===== src/rtl/io_port_responder_pkg.sv =====
// io_port_responder_pkg: CPU state codes, responder FSM states and the default read byte
package io_port_responder_pkg;
  localparam logic [7:0] STATE_SET_ADDR = 8'h11;
  localparam logic [7:0] STATE_OUT      = 8'h05;
  localparam logic [7:0] STATE_IN       = 8'h12;
  localparam logic [7:0] IO_RD_DEFAULT  = 8'hFF;
  typedef enum logic [1:0] {IO_IDLE, IO_WAIT_OUT, IO_WAIT_IN, IO_RESP} io_fsm_e;
  function automatic logic is_io_code(input logic [7:0] s);
    return s == STATE_SET_ADDR || s == STATE_OUT || s == STATE_IN;
  endfunction
endpackage


===== src/rtl/io_port_responder_if.sv =====
// io_port_responder_if: CPU-side bus and per-port byte handshakes of the I/O responder
interface io_port_responder_if #(parameter int NUM_PORTS = 4);
  logic [7:0]             state;
  logic [7:0]             bus_in;
  logic [7:0]             bus_out;
  logic                   bus_oe;
  logic                   stall;
  logic                   err;
  logic                   err_clr;
  logic [8*NUM_PORTS-1:0] out_data;
  logic [NUM_PORTS-1:0]   out_valid;
  logic [NUM_PORTS-1:0]   out_ready;
  logic [8*NUM_PORTS-1:0] in_data;
  logic [NUM_PORTS-1:0]   in_valid;
  logic [NUM_PORTS-1:0]   in_ready;
  modport master (
    output state, bus_in, err_clr, out_ready, in_data, in_valid,
    input  bus_out, bus_oe, stall, err, out_data, out_valid, in_ready
  );
  modport slave (
    input  state, bus_in, err_clr, out_ready, in_data, in_valid,
    output bus_out, bus_oe, stall, err, out_data, out_valid, in_ready
  );
endinterface


===== src/rtl/io_port_responder_out_buf.sv =====
// io_port_responder_out_buf: single-entry valid/ready holding register for one output port
module io_port_responder_out_buf (
  input  logic       clk,
  input  logic       reset_n,
  input  logic       i_load,
  input  logic [7:0] i_load_data,
  input  logic       i_ready,
  output logic       o_valid,
  output logic [7:0] o_data
);
  logic       r_valid;
  logic [7:0] r_data;
  // Hold the byte until the device takes it; a same-cycle reload keeps the entry full
  always_ff @(posedge clk or negedge reset_n)
    if (!reset_n) begin
      r_valid <= 1'b0;
      r_data  <= 8'h00;
    end else begin
      r_valid <= i_load || (r_valid && !i_ready);
      if (i_load) r_data <= i_load_data;
    end
  assign o_valid = r_valid;
  assign o_data  = r_data;
endmodule


===== src/rtl/io_port_responder.sv =====
// io_port_responder: serves CPU IN/OUT cycles against per-port valid/ready byte ports
module io_port_responder
  import io_port_responder_pkg::*;
#(
  parameter int NUM_PORTS = 4,
  parameter int TIMEOUT   = 255
) (
  input logic                clk,
  input logic                reset_n,
  io_port_responder_if.slave bus
);
  localparam int         PW       = NUM_PORTS > 1 ? $clog2(NUM_PORTS) : 1;
  localparam logic [7:0] NP8      = 8'(NUM_PORTS);
  localparam logic [7:0] TMO_LAST = 8'(TIMEOUT - 1);
  io_fsm_e                r_state, w_state;
  logic [7:0]             r_addr, w_addr, r_wdata, w_wdata, r_rdata, w_rdata, r_tmo, w_tmo;
  logic [7:0]             w_load_data;
  logic                   r_err, w_err_set, w_load;
  logic [PW-1:0]          w_port;
  logic                   w_in_range, w_code, w_full, w_ready, w_in_valid;
  logic [NUM_PORTS-1:0]   w_sel, w_out_valid;
  logic [8*NUM_PORTS-1:0] w_out_data;
  assign w_port     = r_addr[PW-1:0];
  assign w_in_range = r_addr < NP8;
  assign w_code     = is_io_code(bus.state);
  assign w_sel      = NUM_PORTS'(1) << w_port;
  assign w_full     = w_out_valid[w_port];
  assign w_ready    = bus.out_ready[w_port];
  assign w_in_valid = bus.in_valid[w_port];
  // Next-state and datapath decisions; codes seen outside IDLE are dropped and flagged
  always_comb begin
    w_state     = r_state;
    w_addr      = r_addr;
    w_wdata     = r_wdata;
    w_rdata     = r_rdata;
    w_tmo       = 8'h00;
    w_load      = 1'b0;
    w_load_data = bus.bus_in;
    w_err_set   = 1'b0;
    case (r_state)
      IO_IDLE: begin
        if (bus.state == STATE_SET_ADDR) w_addr = bus.bus_in;
        else if (bus.state == STATE_OUT) begin
          if (!w_in_range) w_err_set = 1'b1;
          else if (w_full && !w_ready) begin
            w_wdata = bus.bus_in;
            w_state = IO_WAIT_OUT;
          end else w_load = 1'b1;
        end else if (bus.state == STATE_IN) begin
          if (!w_in_range) begin
            w_err_set = 1'b1;
            w_rdata   = IO_RD_DEFAULT;
            w_state   = IO_RESP;
          end else w_state = IO_WAIT_IN;
        end
      end
      IO_WAIT_OUT: begin
        w_err_set = w_code;
        if (w_full && w_ready) begin
          w_load      = 1'b1;
          w_load_data = r_wdata;
          w_state     = IO_IDLE;
        end else if (r_tmo == TMO_LAST) begin
          w_err_set = 1'b1;
          w_state   = IO_IDLE;
        end else w_tmo = r_tmo + 8'd1;
      end
      IO_WAIT_IN: begin
        w_err_set = w_code;
        if (w_in_valid) begin
          w_rdata = bus.in_data[8*w_port +: 8];
          w_state = IO_RESP;
        end else if (r_tmo == TMO_LAST) begin
          w_rdata   = IO_RD_DEFAULT;
          w_err_set = 1'b1;
          w_state   = IO_RESP;
        end else w_tmo = r_tmo + 8'd1;
      end
      default: begin
        w_err_set = w_code;
        w_state   = IO_IDLE;
      end
    endcase
  end
  // State register; err_clr wins over any same-cycle error
  always_ff @(posedge clk or negedge reset_n)
    if (!reset_n) begin
      r_state <= IO_IDLE;
      r_addr  <= 8'h00;
      r_wdata <= 8'h00;
      r_rdata <= 8'h00;
      r_tmo   <= 8'h00;
      r_err   <= 1'b0;
    end else begin
      r_state <= w_state;
      r_addr  <= w_addr;
      r_wdata <= w_wdata;
      r_rdata <= w_rdata;
      r_tmo   <= w_tmo;
      r_err   <= bus.err_clr ? 1'b0 : r_err || w_err_set;
    end
  for (genvar p = 0; p < NUM_PORTS; p++) begin : g_buf
    io_port_responder_out_buf u_buf (
      .clk         (clk),
      .reset_n     (reset_n),
      .i_load      (w_load && w_sel[p]),
      .i_load_data (w_load_data),
      .i_ready     (bus.out_ready[p]),
      .o_valid     (w_out_valid[p]),
      .o_data      (w_out_data[8*p +: 8])
    );
  end
  assign bus.stall     = r_state == IO_WAIT_OUT || r_state == IO_WAIT_IN ||
                         (r_state == IO_IDLE && bus.state == STATE_IN);
  assign bus.bus_oe    = r_state == IO_RESP;
  assign bus.bus_out   = r_state == IO_RESP ? r_rdata : 8'h00;
  assign bus.err       = r_err;
  assign bus.in_ready  = r_state == IO_WAIT_IN ? bus.in_valid & w_sel : '0;
  assign bus.out_valid = w_out_valid;
  assign bus.out_data  = w_out_data;
endmodule


===== src/flat_wrapper.sv =====
// flat-port wrapper written by rule: the top's interface ports become plain ports
module io_port_responder_flat import io_port_responder_pkg::*;
#(
  parameter int NUM_PORTS = 4,
  parameter int TIMEOUT   = 255
)
  (clk, reset_n, bus_state, bus_bus_in, bus_err_clr, bus_out_ready, bus_in_data, bus_in_valid, bus_bus_out, bus_bus_oe, bus_stall, bus_err, bus_out_data, bus_out_valid, bus_in_ready);
  io_port_responder_if #(.NUM_PORTS(NUM_PORTS)) bus_i ();
  input logic clk;
  input logic reset_n;
  input wire logic [$bits(bus_i.state)-1:0] bus_state;
  input wire logic [$bits(bus_i.bus_in)-1:0] bus_bus_in;
  input wire logic [$bits(bus_i.err_clr)-1:0] bus_err_clr;
  input wire logic [$bits(bus_i.out_ready)-1:0] bus_out_ready;
  input wire logic [$bits(bus_i.in_data)-1:0] bus_in_data;
  input wire logic [$bits(bus_i.in_valid)-1:0] bus_in_valid;
  output wire logic [$bits(bus_i.bus_out)-1:0] bus_bus_out;
  output wire logic [$bits(bus_i.bus_oe)-1:0] bus_bus_oe;
  output wire logic [$bits(bus_i.stall)-1:0] bus_stall;
  output wire logic [$bits(bus_i.err)-1:0] bus_err;
  output wire logic [$bits(bus_i.out_data)-1:0] bus_out_data;
  output wire logic [$bits(bus_i.out_valid)-1:0] bus_out_valid;
  output wire logic [$bits(bus_i.in_ready)-1:0] bus_in_ready;
  assign bus_i.state = bus_state;
  assign bus_i.bus_in = bus_bus_in;
  assign bus_i.err_clr = bus_err_clr;
  assign bus_i.out_ready = bus_out_ready;
  assign bus_i.in_data = bus_in_data;
  assign bus_i.in_valid = bus_in_valid;
  assign bus_bus_out = bus_i.bus_out;
  assign bus_bus_oe = bus_i.bus_oe;
  assign bus_stall = bus_i.stall;
  assign bus_err = bus_i.err;
  assign bus_out_data = bus_i.out_data;
  assign bus_out_valid = bus_i.out_valid;
  assign bus_in_ready = bus_i.in_ready;
  io_port_responder #(.NUM_PORTS(NUM_PORTS), .TIMEOUT(TIMEOUT)) u_core (.clk(clk), .reset_n(reset_n), .bus(bus_i));
endmodule

===== config.mk =====
export PLATFORM = sky130hd
export DESIGN_NAME = io_port_responder_flat
export DESIGN_NICKNAME = d
export VERILOG_FILES = /design/src/rtl/io_port_responder_pkg.sv /design/src/rtl/io_port_responder_if.sv /design/src/rtl/io_port_responder_out_buf.sv /design/src/rtl/io_port_responder.sv /design/src/flat_wrapper.sv
export SDC_FILE = /design/constraint.sdc
export NUM_CORES = 1
export LEC_CHECK = 0
export ABC_AREA = 0
export BUFFER_PORTS_ARGS = -buffer_cell sky130_fd_sc_hd__buf_2
export CAP_MARGIN = 20
export CELL_PAD_IN_SITES_DETAIL_PLACEMENT = 1
export CELL_PAD_IN_SITES_GLOBAL_PLACEMENT = 1
export CORE_ASPECT_RATIO = 1.4
export CORE_MARGIN = 2
export CORE_UTILIZATION = 41
export DETAILED_ROUTE_END_ITERATION = 10
export PLACE_DENSITY = 0.84
export SLEW_MARGIN = 20
export SYNTH_ARGS = -nofsm -noshare
export SYNTH_HDL_FRONTEND = slang
export SYNTH_HIERARCHICAL = 1
export SYNTH_SLANG_ARGS = --single-unit

===== constraint.sdc =====
create_clock -name clk -period 2.9 [get_ports clk]
set_clock_uncertainty 0.05 [all_clocks]
set_input_delay 0 -clock clk [delete_from_list [all_inputs] [get_ports clk]]
set_output_delay 0 -clock clk [all_outputs]
set_load 0.05 [all_outputs]

Word-level counts from Yosys, hierarchy flattened
Index checks and enable logic that the tools add are counted.
Widths: inputs -> output; s select.
- div/mod/pow operators: 0
- multiply operators: 0
- muxes and demuxes: 47
- bitwise operators: 2
- $add $sub $neg: 1
- reductions and logical operators: 31
- eq/ne operators: 16
- shift-type cells: 2
- magnitude comparators: 2
- operator list (kind ; count):
    $mux 8 ; 12
    $pmux 8 s2 ; 2
    $shiftx 32x6->8 ; 1
    $mux 2 ; 9
    $mux 1 ; 17
    $eq 8x5->1 const B ; 2
    $reduce_and 6->1 ; 2
    $logic_and 1x1->1 ; 11
    $logic_or 1x1->1 ; 9
    $ne 3x1->1 const B ; 3
    $add 8x1->8 const B ; 1
    $eq 8x3->1 const B ; 1
    $eq 8x8->1 const B ; 1
    $lt 8x3->1 const B ; 1
    $bmux 1 s2 ; 3
    $ne 2x2->1 const B ; 3
    $pmux 2 s3 ; 1
    $logic_not 1->1 ; 5
    $reduce_and 5->1 ; 1
    $and 4x4->4 ; 1
    $eq 2x2->1 const B ; 2
    $mux 4 ; 1
    $shl 1x2->4 const A ; 1
    $lt 2x3->1 const B ; 1
    other kinds (10) ; 10
- latch bits: 0
- output and inout port bits: 51
- register bits: 71
- memory bits (read-only): 0
- memories kept: 0
- RAM bits: 0
- logic and storage cells: 115
- bits of input ports: 59

Depth between registers and ports, before layout
Gate-level depths: netlist (run 1).
- depth after elaboration: 11
- mapped depth: 9
- gate-level depth less buffers: 7

Modules after synthesis
The synthesis (run 1) kept the hierarchy.
- modules (own cells, without submodules) (module ; cells an instance ; seq. area each (µm²) ; area each (µm²) ; times used):
    io_port_responder ; 202 ; 875.8 ; 2233.4 ; 1
    io_port_responder_out_buf ; 20 ; 225.2 ; 369.1 ; 4

Least setup slack after synthesis (run 1)
OpenSTA, ideal clock, no wires.
- kind: register to register
- start point: register u_core.g_buf[3].u_buf.r_valid
- end point: register u_core.g_buf[0].u_buf.r_data[0]
- setup slack: 0.546 ns
- required time: 2.725 ns
- clock period less this slack: 2.354 ns
- buffers on the path: 0
- data arrival time: 2.179 ns
- cell stages (with the launch flop): 6
- library setup time: 0.125 ns
- cells stage by stage: dfrtp_1 > mux4_2 > and2_1 > nand2_1 > mux2_2 > mux2_4
- elaborated cells between the ends (all ways): 13
- those cells by class: mux (10); reduce/logical (3)
- RTL lines (item ; RTL line ; RTL):
    start: declaration ; io_port_responder_out_buf.sv:11 ; logic r_valid;
    start signal: assignment ; io_port_responder_out_buf.sv:19 ; r_valid <= i_load || (r_valid && !i_ready);
    $bmux 1 s2 ; io_port_responder.sv:27 ; assign w_full = w_out_valid[w_port];
    $mux 1 (implied by the code) ; io_port_responder.sv:27 ;
    $logic_and 1x1->1 ; io_port_responder.sv:59 ; if (w_full && w_ready) begin
    $mux 8 ; io_port_responder.sv:59 ;
    $mux 8 ; io_port_responder.sv:40 ; case (r_state)
    net u_core.w_load_data[0] ; io_port_responder.sv:17 ; logic [7:0] w_load_data;
    end signal: assignment ; io_port_responder_out_buf.sv:20 ; if (i_load) r_data <= i_load_data;
    end: declaration ; io_port_responder_out_buf.sv:12 ; logic [7:0] r_data;
The timed path passes the listed nets, and every way through them passes these cells. The select of a mux whose other input is x is not followed.
A chain may end at the register's enable or synchronous reset.

Worst setup path in the final report (run 1)
- start point: register u_core.r_addr[0]
- end point: register u_core.g_buf[3].u_buf.r_data[3]
- cells in the longest elaborated chain, start to end: 10
- elaborated cells between the ends (all ways): 18
- those cells by class: order compare (1); shift (1); mux (12); reduce/logical (4)
- RTL lines (item ; RTL line ; RTL):
    start: declaration ; io_port_responder.sv:16 ; logic [7:0] r_addr, w_addr, r_wdata, w_wdata, r_rdata, w_rdata, r_tmo, w_tmo;
    start signal: assignment ; io_port_responder.sv:96 ; r_addr <= w_addr;
    $bmux 1 s2 ; io_port_responder.sv:28 ; assign w_ready = bus.out_ready[w_port];
    $mux 1 (implied by the code) ; io_port_responder.sv:28 ;
    $logic_not 1->1 ; io_port_responder.sv:45 ; else if (w_full && !w_ready) begin
    $logic_and 1x1->1 ; io_port_responder.sv:45 ;
    $mux 1 ; io_port_responder.sv:45 ;
    $mux 1 ; io_port_responder.sv:44 ; if (!w_in_range) w_err_set = 1'b1;
    $mux 1 ; io_port_responder.sv:43 ; else if (bus.state == STATE_OUT) begin
    $mux 1 ; io_port_responder.sv:42 ; if (bus.state == STATE_SET_ADDR) w_addr = bus.bus_in;
    $pmux 1 s2 ; io_port_responder.sv:40 ;
    $logic_and 1x1->1 ; io_port_responder.sv:106 ; .i_load (w_load && w_sel[p]),
    end signal: assignment ; io_port_responder_out_buf.sv:20 ;
    end: declaration ; io_port_responder_out_buf.sv:12 ;
Several ways; a longest one is shown, not always the timed one. The select of a mux whose other input is x is not followed.

==> results of run 1 <==
worst max-delay path: cells and delay by family, from the launching register on:
family / cells / cell delay [ns]
flip-flops: 1 / 0.40
AND/OR/NAND/NOR: 2 / 0.84
AO/OA/AOI/OAI: 1 / 0.14
buffers and inverters: 1 / 0.28
multiplexers: 2 / 0.89
final cells by class:
cell class | instances | area, um2 | area share
clock buffer | 11 | 233 | 0.0481
clock inverter | 4 | 47.5 | 0.00983
inverter | 16 | 60.1 | 0.0124
multi-input combinational | 185 | 1810 | 0.374
sequential | 71 | 1780 | 0.367
tap | 107 | 134 | 0.0277
timing repair buffer | 135 | 778 | 0.161
routing by layer:
| metal | wire (um) | vias up | share of wire |
|---|---|---|---|
| li1 | - | 1265 | - |
| met1 | 3750 | 1420 | 0.37 |
| met2 | 5930 | 58 | 0.58 |
| met3 | 313 | 14 | 0.031 |
| met4 | 157 | 0 | 0.015 |
| met5 | 0 | - | 0 |
placed cells by master (no fill, tap or decap), drive strengths merged, types with 3 or more instances in the layout:
cell type and n:
a21oi 3, ha 6, nor4b 3, buf 121, nor3 3, dfrtp 71, and2 9, dlygate4sd3 14
mux4 10, mux2i 11, a21o 6, mux2 58, nand2 10, nand3 10, xnor2 3, inv 16
xor2 3, clkbuf 11, nor2 27, nand2b 5
metrics by stage:
stage	utilization	total power [mW]
2_1_floorplan	-	1.98
3_3_place_gp	0.495	2.28
3_5_place_dp	0.495	2.31
4_1_cts	0.542	3.40
5_1_grt	0.542	3.54
6_report	0.542	3.37
state kept, by name (all words and copies together), names as in the netlist:
name	cells
u_core/g_buf.u_buf/o_data	32
u_core/r_rdata	8
u_core/g_buf.u_buf/o_valid	4
u_core/r_wdata	8
u_core/r_addr	8
u_core/bus.err	1
u_core/r_state	2
u_core/r_tmo	8
kinds of logic after synthesis:
group,Yosys count,share of synthesized area
AO/OA/AOI/OAI,17,0.0344
XOR/XNOR,6,0.0142
buffers and inverters,26,0.0368
flip-flops,71,0.479
multiplexers,79,0.299
AND/OR/NAND/NOR,77,0.117
adder cells (fa/ha/maj),6,0.0202
power by group:
group	switching, mW	total, mW	internal (mW)
clock	0.407	1.06	0.658
sequential	0.0557	1.14	1.09
combinational	0.766	1.16	0.392
total	1.23	3.37	2.14
final timing paths:
kind,startpoint,to,slack (ns),cells after the start
setup / recovery,u_core/r_addr[0]$_DFFE_PN0P_,u_core/g_buf[3].u_buf/o_data[3]$_DFFE_PN0P_,0.19,6
hold / removal,bus_in_data[0],u_core/r_rdata[0]$_DFFE_PN0P_,0.11,4
setup reg to reg,u_core/r_addr[0]$_DFFE_PN0P_,u_core/g_buf[3].u_buf/o_data[3]$_DFFE_PN0P_,0.19,6
hold reg to reg,u_core/r_tmo[0]$_DFF_PN0_,u_core/r_tmo[0]$_DFF_PN0_,0.45,1
max in group asynchronous,reset_n,u_core/bus.err$_DFF_PN0_,1.89,2
min in group asynchronous,reset_n,u_core/g_buf[2].u_buf/o_data[4]$_DFFE_PN0P_,0.29,2
==> qor.csv, run 1 <==
stage,metric,value,unit
global_route,grt_max_degree,72,
placement,io_buffers,109,
detailed_routing,drt_iter0_drc,116,
synthesis,yosysUniqueCellTypes,42,
timing,final.min_clock_period,2.71,ns
clock_network,clk_latency,0.33,ns
cells_and_area,nNetsFinal,483,
run,max_cap_violations,0,
setup_path,slowest_stage,nor2_1,
cells_and_area,drive_above_1_share,0.512,
power_and_ir_drop,power_density,696,nW/um2
synthesis,syn_inst,282,
synthesis,synth_top_area_frac,0.479,
timing,worstMarginPinSlew,0.909,ns
cells_and_area,post_layout_nonfiller_instances,529,
detailed_routing,firstDrtPassIters,4,
synthesis,synth_top_area_cell,dfrtp_1,
setup_path,path_cells,mux4_2 > nand2b_4 > o211ai_1 > nor2_1 > buf_4 > mux2_4,
synthesis,synthFlopType,dfrtp_1,
synthesis,synthTopCellsByCount,"dfrtp_1, mux2_4, nor2_1",
synthesis,synth-edff-count,0,
die,die_w,84.4,um
global_route,grt_usage,0.214,
placement,place_congestion,0.802,
clock_network,cts_setup_buffers,0,
timing,setup_slack,0.189,ns
setup_path,cp-end-kind,flop,
clock_network,cts.sinks,71,
timing,slew-limit-headroom,0.394,
detailed_routing,vias,2757,
die,start_util,0.416,
clock_network,cts_made_buffers,9,
detailed_routing,wl_per_cell,19.2,um
cells_and_area,area_delta_synth_final,30.4,%
die,fp.dieH,117,um
global_route,use_met1,0.225,
synthesis,synth_async_sr_flop_share,1.00,
synthesis,synth_area_leaders,"dfrtp_1, mux2_4, mux2_2, mux4_2, mux2i_1",
setup_path,crit_arrival,2.87,ns
synthesis,yosysSeqAreaShare,0.479,
global_route,antenna_found_initial,0,
clock_network,clk_root_buffer_cell,clkbuf_16,
detailed_routing,drtAntennaViolNets,0,
setup_path,crit_type,flop to flop,
timing,drv_slew,0,
timing,hold_viol_final,0,
timing,tns,0,ns
cells_and_area,fin_area,4840,um2
global_route,grtUsageMet2,0.420,
timing,finalCritPeriodShare,0.935,
clock_network,htreeDepth,3,
synthesis,ys_ff_latch,71,
timing,hold_ws,0.115,ns
detailed_routing,finalWirelength,10200,um
synthesis,yosysMostFrequentCell,dfrtp_1,
global_route,grt-busiest-layer,met2,
setup_path,startpoint_type,flop,
worst_hold_path,hold_path.class,primary input to flop,
global_route,met3_usage,0.0367,
power_and_ir_drop,vdd_drop_max,0.000488,V
cells_and_area,n_fill_cell,961,
die,coreArea,8930,um2
die,design.die.area,9840,um2
timing,fmax,369,MHz
clock_network,clk_transition_reported_paths,0.05,ns
placement,placedInstanceArea,4420,um2
synthesis,syn_area,3710,um2
cells_and_area,diodes,0,
placement,dp.cells,500,
timing,setup_viol,0,
clock_network,clockBufferDepth,2,
synthesis,syn_avg_cell_area,13.2,um2
die,rows,41,
clock_network,cts_hold_buf,14,
power_and_ir_drop,p_leak,2.52,nW
placement,place_ws,0.224,ns
setup_path,cpPeakStageDelay,0.71,ns
setup_path,cp.required,3.06,ns
detailed_routing,viasPerCell,5.21,
clock_network,cts_resized,0,
synthesis,syn_nets,347,
die,pin_count,110,
global_route,grt_pass1_vias,3136,
setup_path,path_max_fanout,7,
detailed_routing,drcViolationCount,0,
synthesis,synth_warnings,6,
run_status,status,"finished, final reports clean",
global_route,grt_pass1_wl,16200,um
global_route,grt_overflow,0,
placement,dpl.hpwl,7290,um
clock_network,cts_tree,yes,
timing,rsz0062_at_grt,false,
(Power assumes the default switching activity.)
==> inputs of run 2 (changes only) <==
Settings changed: ABC_AREA 0 to 1, CORE_UTILIZATION 41 to 37, PLACE_DENSITY 0.84 to 0.83.
==> run 2 against run 1 <==
Synthesized cell count up 83%. Register-to-register slack better by 0.05 ns. Sequential power up 4%. Sequential share of layout area shrank 2.2 points. Combinational power rose by 10%. Die area is 17% higher. Cell area is 6.6% higher. Largest power group unchanged. Clock power up 13%. Power up 9.0%. Clock-buffer cell count fell by 2.
==> qor.csv, run 2 <==
stage,metric,value,unit,change
clock_network,clk_latency,0.34,ns,about the same
synthesis,synth_async_sr_flop_share,1.00,,unchanged
worst_hold_path,hold_depth,5,,+1
worst_hold_path,min_from,bus_in_data[8],,
cells_and_area,area_delta_synth_final,31.3,%,
setup_path,path_cells,inv_2 > nor2_1 > buf_4 > nand2_1 > nand2_1 > dlygate4sd3_1 > nor3_1 > dlygate4sd3_1 > o21ai_2,,
synthesis,synthTopCellsByCount,"nand2_1, dfrtp_1, inv_1",,
clock_network,cts_made_buffers,9,,unchanged
setup_path,cp.depth,9,,+3
setup_path,cp_num_buf_inv,4,,+3
global_route,grt_usage,0.224,,+0.0106
die,pin_count,110,,unchanged
setup_path,r2r_start,u_core/r_addr[0]$_DFFE_PN0P_,,
worst_hold_path,hold_path.class,primary input to flop,,
timing,setup_viol,0,,unchanged
detailed_routing,wl_per_cell,15.3,um,-20%
synthesis,synth_top_area_cell,dfrtp_1,,
timing,hold_viol_final,0,,unchanged
die,fp.dieH,126,um,+8.0%
setup_path,startpoint_type,flop,,
setup_path,cp_top_family,buffers and inverters,,
clock_network,clockBufferDepth,2,,unchanged
synthesis,syn_area,3930,um2,+5.9%
placement,place_congestion,0.831,,+3.6%
cells_and_area,final_cell_mix,"nand2_1, buf_2, dfrtp_1",,
cells_and_area,nNetsFinal,719,,+49%
die,rows,44,,+7.3%
timing,finalCritPeriodShare,0.919,,-0.0159
synthesis,synth_top_area_frac,0.452,,-0.0265
setup_path,cpPeakStageDelay,0.60,ns,-0.11 ns
die,design.die.area,11500,um2,+17%
clock_network,htreeDepth,3,,unchanged
placement,dpl.hpwl,8950,um,+23%
die,coreArea,10300,um2,+16%
die,die_w,91.1,um,+7.9%
synthesis,ys_ff_latch,71,,unchanged
setup_path,cp-end-kind,flop,,
setup_path,crit_arrival,2.84,ns,-0.03 ns
clock_network,cts.sinks,71,,unchanged
worst_hold_path,worstHoldEndpoint,u_core/r_rdata[0]$_DFFE_PN0P_,,
detailed_routing,finalWirelength,12200,um,+20%
die,start_util,0.379,,-0.0361
global_route,grt_overflow,0,,unchanged
power_and_ir_drop,power_density,711,nW/um2,+2.2%
global_route,grt_max_degree,48,,-33%
synthesis,yosysUniqueCellTypes,28,,-33%
placement,io_buffers,109,,unchanged
timing,drv_slew,0,,unchanged
detailed_routing,drt_iter0_drc,138,,+19%
detailed_routing,drcViolationCount,0,,unchanged
run,max_cap_violations,0,,unchanged
timing,slew-limit-headroom,0.474,,+0.0800
clock_network,cts_tree,yes,,
synthesis,syn_avg_cell_area,7.63,um2,-42%
power_and_ir_drop,p_leak,2.93,nW,+16%
synthesis,synth_warnings,6,,unchanged
synthesis,synth_area_leaders,"dfrtp_1, nand2_1, inv_1, o21ai_2, nor2_1",,
setup_path,path_max_fanout,12,,+5
synthesis,syn_nets,580,,+67%
timing,final.min_clock_period,2.67,ns,-0.0461 ns
global_route,grt_pass1_vias,4194,,+34%
detailed_routing,drtAntennaViolNets,0,,unchanged
cells_and_area,diodes,0,,unchanged
detailed_routing,firstDrtPassIters,4,,unchanged
timing,worstMarginPinSlew,0.780,ns,-0.128 ns
detailed_routing,vias,3871,,+40%
synthesis,synth-edff-count,0,,unchanged
detailed_routing,viasPerCell,4.86,,-6.8%
cells_and_area,layout_commonest_cell,nand2_1,,
power_and_ir_drop,p_total,3.67,mW,+9.0%
setup_path,rr_worst_depth,9,,+3
global_route,grt_pass1_wl,20500,um,+27%
synthesis,syn_inst,515,,+83%
setup_path,r2r_setup_slack,0.23,ns,+0.05 ns
cells_and_area,largest_reg_flops,32,,unchanged
global_route,antenna_found_initial,0,,unchanged
timing,fmax,375,MHz,+1.7%
power_and_ir_drop,vdd_drop_max,0.000321,V,-34%
timing,tns,0,ns,unchanged
setup_path,slowest_stage,dlygate4sd3_1,,
clock_network,clk_root_buffer_cell,clkbuf_16,,
synthesis,yosysSeqAreaShare,0.452,,-0.0265
setup_path,cp.required,3.08,ns,+0.02 ns
synthesis,synthFlopType,dfrtp_1,,
setup_path,crit_type,flop to flop,,
run_status,status,"finished, final reports clean",,
setup_path,reg2reg_to,u_core/r_rdata[5]$_DFFE_PN0P_,,
synthesis,yosysMostFrequentCell,nand2_1,,
timing,rsz0062_at_grt,false,,
cells_and_area,drive_above_1_share,0.273,,-0.239
clock_network,clk_transition_reported_paths,0.06,ns,about the same
[run 2: final cells by class]
cell class	instances	area (um2)
clock buffers	9	225
clock inverters	7	96.3
fillers	1362	5190
inverters	51	194
multi-input cells	380	1830
flip-flops and latches	71	1780
well taps	138	173
repair buffers	141	861
[run 2: logic make-up (layout without fill, tap and decap cells)]
family                     after synthesis  count (layout)  synth area share
and+or+nand+nor                        326             326             0.361
xor gates and xnor gates                 6               6            0.0134
DFF                                     71              71             0.452
AOI/OAI and AO/OA                       42              42            0.0717
buffers and inverters                   64             208            0.0822
adders and majority gates                6               6            0.0191
[run 2: metal layers]
layer / wire length (um) / track usage
met5: 0 / 0
met4: 226 / 0.0811
met3: 425 / 0.0335
met2: 6590 / 0.410
met1: 4980 / 0.264
[run 2: worst min-delay path, stage by stage]
cell and delay, ns:
buf_2 0.08, nand2_1 0.05, nand2_1 0.05, nor3_1 0.05, o21ai_2 0.12
[run 2: where the power goes]
part / switching (mW) / internal (mW) / total (mW)
combinational: 0.873 / 0.404 / 1.28
clock: 0.444 / 0.756 / 1.20
sequential: 0.0907 / 1.10 / 1.19
total: 1.41 / 2.26 / 3.67
[run 2: stage by stage]
| stage | std cells | utilization | instance area (um2) | worst slack (ns) | hold slack (ns) |
|---|---|---|---|---|---|
| CTS | 797 | 0.498 | 5150 | 0.162 | 0.000568 |
| floorplan | 515 | - | 3930 | 1.09 | -0.346 |
| global placement | 752 | 0.439 | 4540 | 0.465 | 0.110 |
| detailed placement | 752 | 0.439 | 4540 | 0.242 | 0.113 |
| finish | 797 | 0.498 | 5160 | 0.235 | 0.00131 |
| global route | 797 | 0.498 | 5160 | 0.0791 | 0.0295 |
[run 2: worst max-delay path by stage]
| stage | from | end |
|---|---|---|
| global route | u_core/r_addr[0]$_DFFE_PN0P_ | u_core/g_buf[3].u_buf/o_data[2]$_DFFE_PN0P_ |
| global placement | u_core/r_addr[0]$_DFFE_PN0P_ | u_core/g_buf[2].u_buf/o_data[5]$_DFFE_PN0P_ |
| finish | u_core/r_addr[0]$_DFFE_PN0P_ | u_core/r_rdata[5]$_DFFE_PN0P_ |
| CTS | u_core/r_addr[0]$_DFFE_PN0P_ | u_core/r_rdata[5]$_DFFE_PN0P_ |
| detailed placement | u_core/r_addr[0]$_DFFE_PN0P_ | u_core/g_buf[3].u_buf/o_data[2]$_DFFE_PN0P_ |
| floorplan | u_core/g_buf[3].u_buf/o_valid$_DFF_PN0_ | u_core/g_buf[0].u_buf/o_data[0]$_DFFE_PN0P_ |
[run 2: what timing repair did]
action                                 CTS  global route
setup endpoints to repair                0            10
resized for setup                        0             2
hold buffers                            29             0
buffers inserted                         0             0
endpoints found under the hold margin   73             0
==> inputs of run 3 (changes only) <==
Settings changed: CORE_UTILIZATION 37 to 38, PLACE_DENSITY 0.83 to 0.85, SYNTH_HIERARCHICAL 1 to not set.
==> run 3 against run 2 <==
Largest cell class unchanged. Sequential power hardly changed. Critical path type unchanged. Wire length rose by 1.2%. Maximum frequency down 1.5%. Highest routed layer unchanged.
==> qor.csv, run 3 <==
stage,metric,value,unit,change
run_status,status,"finished, final reports clean",,
run,max_cap_violations,0,,unchanged
global_route,grt_overflow,0,,unchanged
clock_network,cts_tree,yes,,
synthesis,yosysMostFrequentCell,nand2_1,,
setup_path,cp_num_buf_inv,3,,-1
worst_hold_path,hold_depth,5,,unchanged
detailed_routing,viasPerCell,4.98,,+2.6%
setup_path,cp.depth,10,,+1
synthesis,synth_warnings,0,,-6
timing,worstMarginPinSlew,0.695,ns,-0.0849 ns
setup_path,cp.required,3.08,ns,about the same
clock_network,clk_latency,0.34,ns,about the same
setup_path,startpoint_type,flop,,
clock_network,cts_hold_buf,24,,-17%
synthesis,synthTopCellsByCount,"nand2_1, nand3_1, dfrtp_1",,
global_route,grt_pass1_vias,3985,,-5.0%
die,rows,43,,-2.3%
synthesis,syn_area,3890,um2,-0.96%
cells_and_area,post-route-util,0.511,,+0.0131
synthesis,synth_area_leaders,"dfrtp_1, nand2_1, nand3_1, inv_1, nor2_1",,
timing,final.min_clock_period,2.71,ns,+0.0418 ns
die,die_w,89.5,um,-1.7%
clock_network,cts_resized,0,,unchanged
synthesis,yosysUniqueCellTypes,33,,+18%
cells_and_area,diodes,0,,unchanged
placement,place_congestion,0.798,,-3.9%
setup_path,cp-end-kind,flop,,
setup_path,crit_type,flop to flop,,
placement,place_ws,0.572,ns,+0.330 ns
detailed_routing,drcViolationCount,0,,unchanged
synthesis,ys_ff_latch,71,,unchanged
synthesis,synth_top_area_frac,0.457,,+0.00437
synthesis,syn_nets,567,,-2.2%
synthesis,synth-edff-count,0,,unchanged
clock_network,clk_root_buffer_cell,clkbuf_16,,
timing,tns,0,ns,unchanged
die,pin_count,110,,unchanged
synthesis,synth_top_area_cell,dfrtp_1,,
die,fp.dieH,124,um,-1.7%
placement,dpl.hpwl,8940,um,-0.15%
detailed_routing,finalWirelength,12400,um,+1.2%
setup_path,cp_top_family,buffers and inverters,,
synthesis,yosysSeqAreaShare,0.457,,+0.00437
clock_network,htreeDepth,3,,unchanged
power_and_ir_drop,seqPwrFrac,0.324,,about the same
power_and_ir_drop,power_density,718,nW/um2,+0.90%
clock_network,cts_setup_buffers,0,,unchanged
die,start_util,0.391,,+0.0114
cells_and_area,area_delta_synth_final,30.8,%,
power_and_ir_drop,switching_share,0.369,,-0.0149
global_route,grt_max_degree,37,,-23%
setup_path,crit_arrival,2.88,ns,+0.04 ns
cells_and_area,layout_commonest_cell,nand2_1,,
setup_path,cpMostUsedCell,nand2_1,,
setup_path,r2r_setup_slack,0.19,ns,-0.04 ns
synthesis,synthFlopType,dfrtp_1,,
timing,fmax,369,MHz,-1.5%
power_and_ir_drop,p_clk_frac,0.353,,+0.026
detailed_routing,drtAntennaViolNets,0,,unchanged
setup_path,rr_worst_depth,10,,+1
setup_path,path_max_fanout,18,,+6
clock_network,clk_transition_reported_paths,0.06,ns,about the same
detailed_routing,vias,3853,,-0.46%
global_route,grt_usage,0.230,,+0.00611
power_and_ir_drop,p_int,2.31,mW,+2.0%
power_and_ir_drop,p_leak,2.87,nW,-1.7%
setup_path,path_cells,inv_8 > nand2_1 > clkinv_1 > nand2_1 > nand2_1 > a21oi_1 > nand3_1 > dlygate4sd3_1 > nand3_1 > nand2_1,,
detailed_routing,wl_per_cell,16.0,um,+4.3%
detailed_routing,drt_iter0_drc,123,,-11%
power_and_ir_drop,vdd_drop_max,0.000378,V,+18%
power_and_ir_drop,pwr-share-comb,0.324,,-0.024
clock_network,cts.sinks,71,,unchanged
clock_network,clockBufferDepth,2,,unchanged
die,coreArea,9950,um2,-3.8%
timing,rsz0062_at_grt,false,,
cells_and_area,drive_above_1_share,0.259,,-0.0145
clock_network,cts_made_buffers,9,,unchanged
setup_path,slowest_stage,dfrtp_1,,
cells_and_area,n_fill_cell,1275,,-6.4%
timing,drv_slew,0,,unchanged
power_and_ir_drop,netSwitchingPower,1.35,mW,-4.3%
synthesis,syn_inst,502,,-2.5%
placement,io_buffers,109,,unchanged
die,design.die.area,11100,um2,-3.4%
global_route,antenna_found_initial,0,,unchanged
global_route,grt_pass1_wl,19400,um,-5.4%
timing,slew-limit-headroom,0.536,,+0.0621
worst_hold_path,hold_path.class,primary input to flop,,
setup_path,cpPeakStageDelay,0.69,ns,+0.09 ns
cells_and_area,nNetsFinal,698,,-2.9%
cells_and_area,largest_reg_flops,32,,unchanged
timing,setup_slack,0.193,ns,-0.0418 ns
detailed_routing,firstDrtPassIters,4,,unchanged
synthesis,syn_avg_cell_area,7.75,um2,+1.6%
cells_and_area,final_cell_mix,"nand2_1, buf_2, nand3_1",,
timing,hold_viol_final,0,,unchanged
timing,setup_viol,0,,unchanged
synthesis,synth_async_sr_flop_share,1.00,,unchanged
timing,finalCritPeriodShare,0.933,,+0.0144
==> run 3: cell types whose count changed in the layout (fill, tap and decap cells not counted), sizes merged, moves of 2 or more <==
| cell | previous run | this run |
|---|---|---|
| nor3 | 11 | 1 |
| nand3 | 25 | 74 |
| inv | 52 | 39 |
| nand2 | 245 | 209 |
| o21ai | 34 | 16 |
| a21oi | 6 | 18 |
| nor2 | 43 | 30 |
| mux2 | 0 | 6 |
| nand4 | 2 | 0 |
| dlygate4sd3 | 29 | 24 |
==> run 3: logic make-up (layout without fill, tap and decap cells) <==
family                     Yosys count  count (layout)  share of synthesized area
AOI/OAI and AO/OA                   38              38                     0.0624
xor gates and xnor gates             6               6                     0.0135
adders and majority gates            6               6                     0.0193
buffers and inverters               59             195                     0.0766
DFF                                 71              71                      0.457
muxes                                6               6                     0.0174
and+or+nand+nor                    316             316                      0.354
==> run 3: per-stage QoR <==
stage	power (mW)	hold slack (ns)	std cells	area (um2)
CTS	3.66	0.00151	773	5090
detailed placement	2.35	0.0420	733	4500
floorplan	2.04	-0.346	502	3890
global placement	2.31	0.0142	733	4500
global route	3.85	0.0168	773	5090
finish	3.65	0.00343	773	5090
==> run 3: cell type report <==
cell class / instances / area (um2) / share of cell area
multi-input combinational: 372 / 1820 / 0.357
sequential: 71 / 1780 / 0.349
timing repair buffer: 137 / 816 / 0.160
clock buffer: 10 / 239 / 0.0470
tap: 135 / 169 / 0.0332
inverter: 42 / 165 / 0.0325
clock inverter: 6 / 108 / 0.0211
==> run 3: power groups by stage <==
stage,registers (mW),logic (mW),clock network [mW]
global placement,1.19,1.11,0
finish,1.18,1.18,1.29
global route,1.20,1.31,1.34
floorplan,1.22,0.821,0
CTS,1.18,1.19,1.29
detailed placement,1.20,1.15,0
==> run 3: per-layer routing <==
layer / track usage / wire (um) / part of all wire
met4: 0.0709 / 199 / 0.016
met1: 0.276 / 5020 / 0.41
met2: 0.417 / 6600 / 0.53
met3: 0.0364 / 551 / 0.045
met5: 0 / 0 / 0
==> run 3: worst min-delay path: stages <==
cell     delay [ns]
buf_2          0.08
a21oi_1        0.06
nand3_1        0.08
nand3_1        0.07
nand2_1        0.06
==> run 3: path summary, 6_finish.rpt <==
| path | start | end |
|---|---|---|
| max | u_core.r_addr[0]$_DFFE_PN0P_ | u_core.r_rdata[3]$_DFFE_PN0P_ |
| min | bus_in_data[7] | u_core.r_rdata[7]$_DFFE_PN0P_ |
| max reg2reg | u_core.r_addr[0]$_DFFE_PN0P_ | u_core.r_rdata[3]$_DFFE_PN0P_ |
| min reg2reg | u_core.r_rdata[0]$_DFFE_PN0P_ | u_core.r_rdata[0]$_DFFE_PN0P_ |
| max in group asynchronous | reset_n | u_core.g_buf[2].u_buf.o_data[6]$_DFFE_PN0P_ |
| min in group asynchronous | reset_n | u_core.r_tmo[3]$_DFF_PN0_ |
